[src/rtl/cpu_isa_pkg.sv]
// ----------------------------------------------------------------------------
// cpu_isa_pkg
//   Shared ISA definitions for the CPU and its program loader. It holds the
//   RV64 major opcodes, the symbolic operation kinds accepted by the loader,
//   and the loader FSM state type.
//   Ports: none (package).
// ----------------------------------------------------------------------------
package cpu_isa_pkg;

   localparam logic [6:0] OPC_RTYPE  = 7'b0110011;
   localparam logic [6:0] OPC_LOAD   = 7'b0000011;
   localparam logic [6:0] OPC_STORE  = 7'b0100011;
   localparam logic [6:0] OPC_BRANCH = 7'b1100011;

   typedef enum logic [1:0] {
      KIND_R   = 2'b00,
      KIND_LD  = 2'b01,
      KIND_SD  = 2'b10,
      KIND_BEQ = 2'b11
   } op_kind_e;

   typedef enum logic {
      ST_IDLE  = 1'b0,
      ST_WRITE = 1'b1
   } enc_state_e;

endpackage

[src/rtl/instr_encode.sv]
// ----------------------------------------------------------------------------
// instr_encode
//   Purely combinational encoder from symbolic operation fields to a 32-bit
//   RV64 instruction word. It also flags immediates that the target format
//   cannot represent.
//   Ports:
//     op_kind   in  2   00=R, 01=ld, 10=sd, 11=beq
//     funct3    in  3   funct3 field
//     funct7    in  7   funct7 field (R only)
//     rd        in  5   destination register (R, ld)
//     rs1       in  5   source register 1
//     rs2       in  5   source register 2 (R, sd, beq)
//     imm       in  13  signed immediate
//     word      out 32  encoded instruction
//     field_bad out 1   beq with odd offset, or ld/sd immediate wider than 12 bits
// ----------------------------------------------------------------------------
module instr_encode
   import cpu_isa_pkg::*;
(
   input  logic [1:0]  op_kind,
   input  logic [2:0]  funct3,
   input  logic [6:0]  funct7,
   input  logic [4:0]  rd,
   input  logic [4:0]  rs1,
   input  logic [4:0]  rs2,
   input  logic [12:0] imm,
   output logic [31:0] word,
   output logic        field_bad
);

   always_comb begin
      word      = '0;
      field_bad = 1'b0;
      case (op_kind_e'(op_kind))
         KIND_R: begin
            word = {funct7, rs2, rs1, funct3, rd, OPC_RTYPE};
         end
         KIND_LD: begin
            word      = {imm[11:0], rs1, funct3, rd, OPC_LOAD};
            field_bad = imm[12] != imm[11];
         end
         KIND_SD: begin
            word      = {imm[11:5], rs2, rs1, funct3, imm[4:0], OPC_STORE};
            field_bad = imm[12] != imm[11];
         end
         KIND_BEQ: begin
            word      = {imm[12], imm[10:5], rs2, rs1, funct3, imm[4:1], imm[11], OPC_BRANCH};
            field_bad = imm[0];
         end
         default: begin
            word      = '0;
            field_bad = 1'b0;
         end
      endcase
   end

endmodule

[src/rtl/instr_encoder_loader.sv]
// ----------------------------------------------------------------------------
// instr_encoder_loader
//   Accepts symbolic operations over valid/ready, encodes each into a 32-bit
//   RV64 word and writes the words sequentially into instruction memory over
//   a write/ack handshake.
//   Optional macro ENC_FIELD_CHECK_EN: rejects unrepresentable immediates.
//   Rejected requests are consumed but not written, and they set a sticky err.
//   Ports:
//     clk, reset          clock (rising edge), synchronous active-high reset
//     op_valid/op_ready   request handshake
//     op_kind..imm        operation fields (see instr_encode)
//     imem_we/addr/wdata  instruction memory write request
//     imem_ack            memory accepted the write this cycle
//     restart             rewind write pointer to BASE_ADDR, clear count/full
//     count               words written since reset/restart
//     full                DEPTH_WORDS words written
//     err                 sticky field-check error (0 without the macro)
// ----------------------------------------------------------------------------
module instr_encoder_loader
   import cpu_isa_pkg::*;
#(
   parameter int unsigned ADDR_WIDTH  = 10,
   parameter int unsigned BASE_ADDR   = 0,
   parameter int unsigned DEPTH_WORDS = 256
) (
   input  logic                               clk,
   input  logic                               reset,
   input  logic                               op_valid,
   output logic                               op_ready,
   input  logic [1:0]                         op_kind,
   input  logic [2:0]                         funct3,
   input  logic [6:0]                         funct7,
   input  logic [4:0]                         rd,
   input  logic [4:0]                         rs1,
   input  logic [4:0]                         rs2,
   input  logic [12:0]                        imm,
   output logic                               imem_we,
   output logic [ADDR_WIDTH-1:0]              imem_addr,
   output logic [31:0]                        imem_wdata,
   input  logic                               imem_ack,
   input  logic                               restart,
   output logic [$clog2(DEPTH_WORDS+1)-1:0]   count,
   output logic                               full,
   output logic                               err
);

   localparam int unsigned         CW    = $clog2(DEPTH_WORDS + 1);
   localparam logic [ADDR_WIDTH-1:0] BASE  = ADDR_WIDTH'(BASE_ADDR);
   localparam logic [CW-1:0]       DEPTH = CW'(DEPTH_WORDS);

   enc_state_e            state_q, state_d;
   logic [ADDR_WIDTH-1:0] addr_q,  addr_d;
   logic [31:0]           wdata_q, wdata_d;
   logic [CW-1:0]         count_q, count_d;
   logic                  full_q,  full_d;

   logic [31:0] enc_word;
   logic        field_bad;
   logic        accept;
   logic        reject;

   instr_encode u_encode (
      .op_kind   (op_kind),
      .funct3    (funct3),
      .funct7    (funct7),
      .rd        (rd),
      .rs1       (rs1),
      .rs2       (rs2),
      .imm       (imm),
      .word      (enc_word),
      .field_bad (field_bad)
   );

   // restart takes priority over a same-cycle request, so it masks ready.
   assign op_ready = (state_q == ST_IDLE) && !full_q && !restart && !reset;
   assign accept   = op_valid && op_ready;

`ifdef ENC_FIELD_CHECK_EN
   logic err_q, err_d;

   assign reject = field_bad;
   assign err    = err_q;

   always_comb begin
      err_d = err_q;
      if (accept && field_bad) begin
         err_d = 1'b1;
      end
   end

   // err survives restart; only reset clears it.
   always_ff @(posedge clk) begin
      if (reset) begin
         err_q <= 1'b0;
      end else begin
         err_q <= err_d;
      end
   end
`else
   logic unused_field_bad;

   assign unused_field_bad = field_bad;
   assign reject           = 1'b0;
   assign err              = 1'b0;
`endif

   always_comb begin
      state_d = state_q;
      addr_d  = addr_q;
      wdata_d = wdata_q;
      count_d = count_q;
      full_d  = full_q;
      case (state_q)
         ST_IDLE: begin
            if (restart) begin
               addr_d  = BASE;
               count_d = '0;
               full_d  = 1'b0;
            end else if (accept && !reject) begin
               wdata_d = enc_word;
               state_d = ST_WRITE;
            end
         end
         ST_WRITE: begin
            if (imem_ack) begin
               addr_d  = addr_q + ADDR_WIDTH'(4);
               count_d = count_q + CW'(1);
               full_d  = (count_q + CW'(1)) == DEPTH;
               state_d = ST_IDLE;
            end
         end
         default: state_d = ST_IDLE;
      endcase
   end

   always_ff @(posedge clk) begin
      if (reset) begin
         state_q <= ST_IDLE;
         addr_q  <= BASE;
         wdata_q <= '0;
         count_q <= '0;
         full_q  <= 1'b0;
      end else begin
         state_q <= state_d;
         addr_q  <= addr_d;
         wdata_q <= wdata_d;
         count_q <= count_d;
         full_q  <= full_d;
      end
   end

   assign imem_we    = (state_q == ST_WRITE);
   assign imem_addr  = addr_q;
   assign imem_wdata = wdata_q;
   assign count      = count_q;
   assign full       = full_q;

endmodule
[config.mk]
export PLATFORM = sky130hd
export DESIGN_NAME = instr_encoder_loader
export DESIGN_NICKNAME = d
export VERILOG_FILES = /design/src/rtl/cpu_isa_pkg.sv /design/src/rtl/instr_encode.sv /design/src/rtl/instr_encoder_loader.sv
export SDC_FILE = /design/constraint.sdc
export NUM_CORES = 1
export LEC_CHECK = 0
export CORE_MARGIN = 2
export CORE_UTILIZATION = 38
export DETAILED_ROUTE_END_ITERATION = 12
export GPL_TIMING_DRIVEN = 0
export PLACE_DENSITY = 0.77
export SYNTH_ARGS = -nofsm -noshare
export SYNTH_HDL_FRONTEND = slang
export SYNTH_SLANG_ARGS = --single-unit
[constraint.sdc]
create_clock -name clk -period 1.45 [get_ports clk]
set_clock_uncertainty 0.15 [all_clocks]
set_input_delay 0.29 -clock clk [delete_from_list [all_inputs] [get_ports clk]]
set_output_delay 0.29 -clock clk [all_outputs]
set_load 0.05 [all_outputs]
==> reports/qor.yml, run 1 <==
cts:
  cts_num_sinks: 48
  numCtsBuffers: 5
  clk_latency_ns: 0.31
  cts_max_path_buffers: 2
  cts_root_buffer: "clkbuf_8"
  cts_tree: "built"
  clk_pin_slew_ns: 0.09
  htree_levels: 2
final_layout:
  final_cells: 460
  nFillCells: 495
  layout_commonest_cell: "buf_2"
  final_core_util_pct: 63.5
  area_delta_synth_final_pct: 63.3
  finalInstanceArea_um2: 3710
  diodes: 0
  multi_input_area_um2: 1430
  fin_nets: 431
  final_cell_mix: "buf_2 (42), clkdlybuf4s50_1 (41), dfxtp_1 (34)"
  drive_above_1_share_pct: 43.9
  regArea_um2: 998
worst_hold_path:
  min_to: "imem_wdata[31]$_SDFFE_PP0P_"
  hold_path.class: "flip-flop to flip-flop"
  min_path_cells: 2
  min-delay-start: "imem_wdata[31]$_SDFFE_PP0P_"
sta:
  finalCriticalPeriod_ns: 1.80
  slew_headroom_pct: 53.3
  fin_crit_sh_pct: 124
  setup_ws_ns: -0.350
  finalHoldViolCount: 0
  setup_viol: 50
  worst_slew_pin_slew_ns: 0.700
  max_freq_mhz: 555
  slew_violations: 0
  rsz0062_at_grt: "true"
grt:
  grt_start_max_net_pins: 15
  use_met2_pct: 37.6
  grt_use_met3_pct: 5.56
  grt_pass1_vias: 2197
  grt_overflow_total: 0
  grt_antenna_before_repair: 0
  grt_util_all_layers_pct: 21.6
  grt-busiest-layer: "met2"
  grt_pass1_wl_um: 11000
  use_met1_pct: 26.6
die:
  io_pins: 100
  die_w_um: 81.4
  dieHeight_um: 81.4
  placementRows: 28
  core_um2: 5850
  die_area_um2: 6620
  initial_utilization_pct: 38.9
synth:
  syn_area_per_cell_um2: 8.72
  yosysWarnings: 0
  async_flop_share_pct: 0
  ys.flop_type: "dfxtp_1"
  yosysUniqueCellTypes: 43
  synth-edff-count: 0
  ys_seq_elements: 48
  yosys.area.top_type: "dfxtp_1"
  netlist_area_um2: 2270
  ys_top_cells_by_area: "dfxtp_1 (42%), nand2_1 (6.6%), a211oi_2 (5.5%), mux2i_1 (5.3%), nor2_1 (5.1%)"
  yosysSeqAreaShare_pct: 42.2
  synth_top_cell_area_share_pct: 42.2
  synthCells: 261
worst_setup_path:
  path_class: "flip-flop to output pin"
  r2r_end: "imem_wdata[29]$_SDFFE_PP0P_"
  cp_max_fo: 4
  cp_slowest_cell: "dfxtp_4"
  endpoint_kind: "output pin"
  critPathMaxStageDelay_ns: 0.36
  arrival_ns: 1.36
  crit_path_cell_trace: "buf_8 > nor4_4 > buf_4 > buf_6"
  r2r_slack_ns: -0.32
  ff2ff_path_depth: 7
  cp.required_ns: 1.01
  crit_path_start_kind: "flip-flop"
  rr_startpoint: "imem_we$_SDFF_PP0_"
detailed_routing:
  drc_errors: 0
  viasPerCell: 5.23
  drt_iter0_markers: 75
  avgRoutedWirePerCell_um: 16.3
  routed_wl_um: 7510
  vias: 2404
  firstDrtPassIters: 4
  ant_nets: 0
place:
  gp_congestion: 0.859
  dpl-instance-area_um2: 3390
  post-dp-hpwl_um: 4780
  port-buffer-count: 93
  placed_cells: 433
power:
  p_leak_nw: 1.51
  power_density_nw_per_um2: 805
  irDropWorstVdd_v: 0.000435
outcome:
  violations: "setup timing"
  status: "finished, violations left"
job:
  maxCapViolations: 0
[cell type report]
class	instances	area share, %
inverter	2	0.202
buffer	21	4.85
clock buffer	8	2.73
tap	75	2.53
sequential	48	26.9
multi-input combinational	193	38.4
timing repair buffer	113	24.4
[critical path: cells and delay by family (launching register included)]
family        cells  cell delay [ns]
flops             1             0.36
simple gates      1             0.24
buf+inv           3             0.45
[how the worst max path moves through the flow]
stage	start	end	depth (start not counted)
floorplan	imem_we$_SDFF_PP0_	imem_wdata[30]$_SDFFE_PP0P_	7
global placement	restart	op_ready	3
detailed placement	restart	op_ready	3
CTS	imem_we$_SDFF_PP0_	op_ready	4
global route	imem_we$_SDFF_PP0_	imem_wdata[26]$_SDFFE_PP0P_	7
finish	imem_we$_SDFF_PP0_	op_ready	4
[logic make-up after synthesis]
group	share of synthesized area, %
buffers and inverters	7.15
and+or+nand+nor	21.3
xor gates and xnor gates	1.93
muxes	6.27
other	0.165
AOI/OAI and AO/OA	19.8
DFF	42.2
adders and majority gates	1.10
[repair_timing]
item,CTS,global route
gates cloned,5,0
hold buffers,0,0
pin swaps,5,24
setup endpoints to repair,98,58
buffers inserted,7,12
gates resized for setup,274,72
[through the flow]
stage               power, mW  hold WS [ns]  setup TNS (ns)  worst slack [ns]
finish                   2.99         0.311          -11.25            -0.350
global route             3.09         0.322          -15.85            -0.431
CTS                      2.94         0.309          -10.05            -0.336
detailed placement       2.01         0.299          -36.97             -1.09
global placement         2.00         0.292          -36.46             -1.11
floorplan                1.76         0.276          -20.91            -0.692
[synthesized netlist by cell type, types with 2 or more instances]
master,number
nor2_1,31
nand2_1,40
nand3_1,7
o211ai_1,3
a31oi_1,3
nor3_1,4
o41ai_1,2
buf_6,2
o21ai_0,10
nand4_1,5
xnor2_1,2
inv_1,2
a21oi_1,23
clkbuf_1,9
and3_1,2
nand3b_1,2
a211oi_2,10
buf_8,2
a311oi_1,5
dfxtp_1,48
or4_1,2
mux2_2,2
buf_4,8
xor2_1,3
or3_1,2
ha_1,2
nand2b_1,3
mux2i_1,12
[layer usage]
metal	share of wire (%)	vias up
li1	-	1164
met4	0.79	0
met1	41	1156
met3	7.9	6
met5	0	-
met2	50	78
[state kept, by name, indices dropped and copies added, names as in the netlist]
register / cells
imem_wdata: 29
count: 9
imem_addr: 8
full: 1
imem_we: 1
[where the power goes]
part,switching (mW),internal (mW)
clock network,0.476,0.448
logic,0.407,0.290
registers,0.0269,1.34
Note: power is estimated with default switching activity, not from simulation.
==> inputs of run 2 (changes only) <==
- CTS_CLUSTER_SIZE: default -> 28
==> results of run 2 <==
The final DEF is identical to that of run 1; final timing and power are the same.
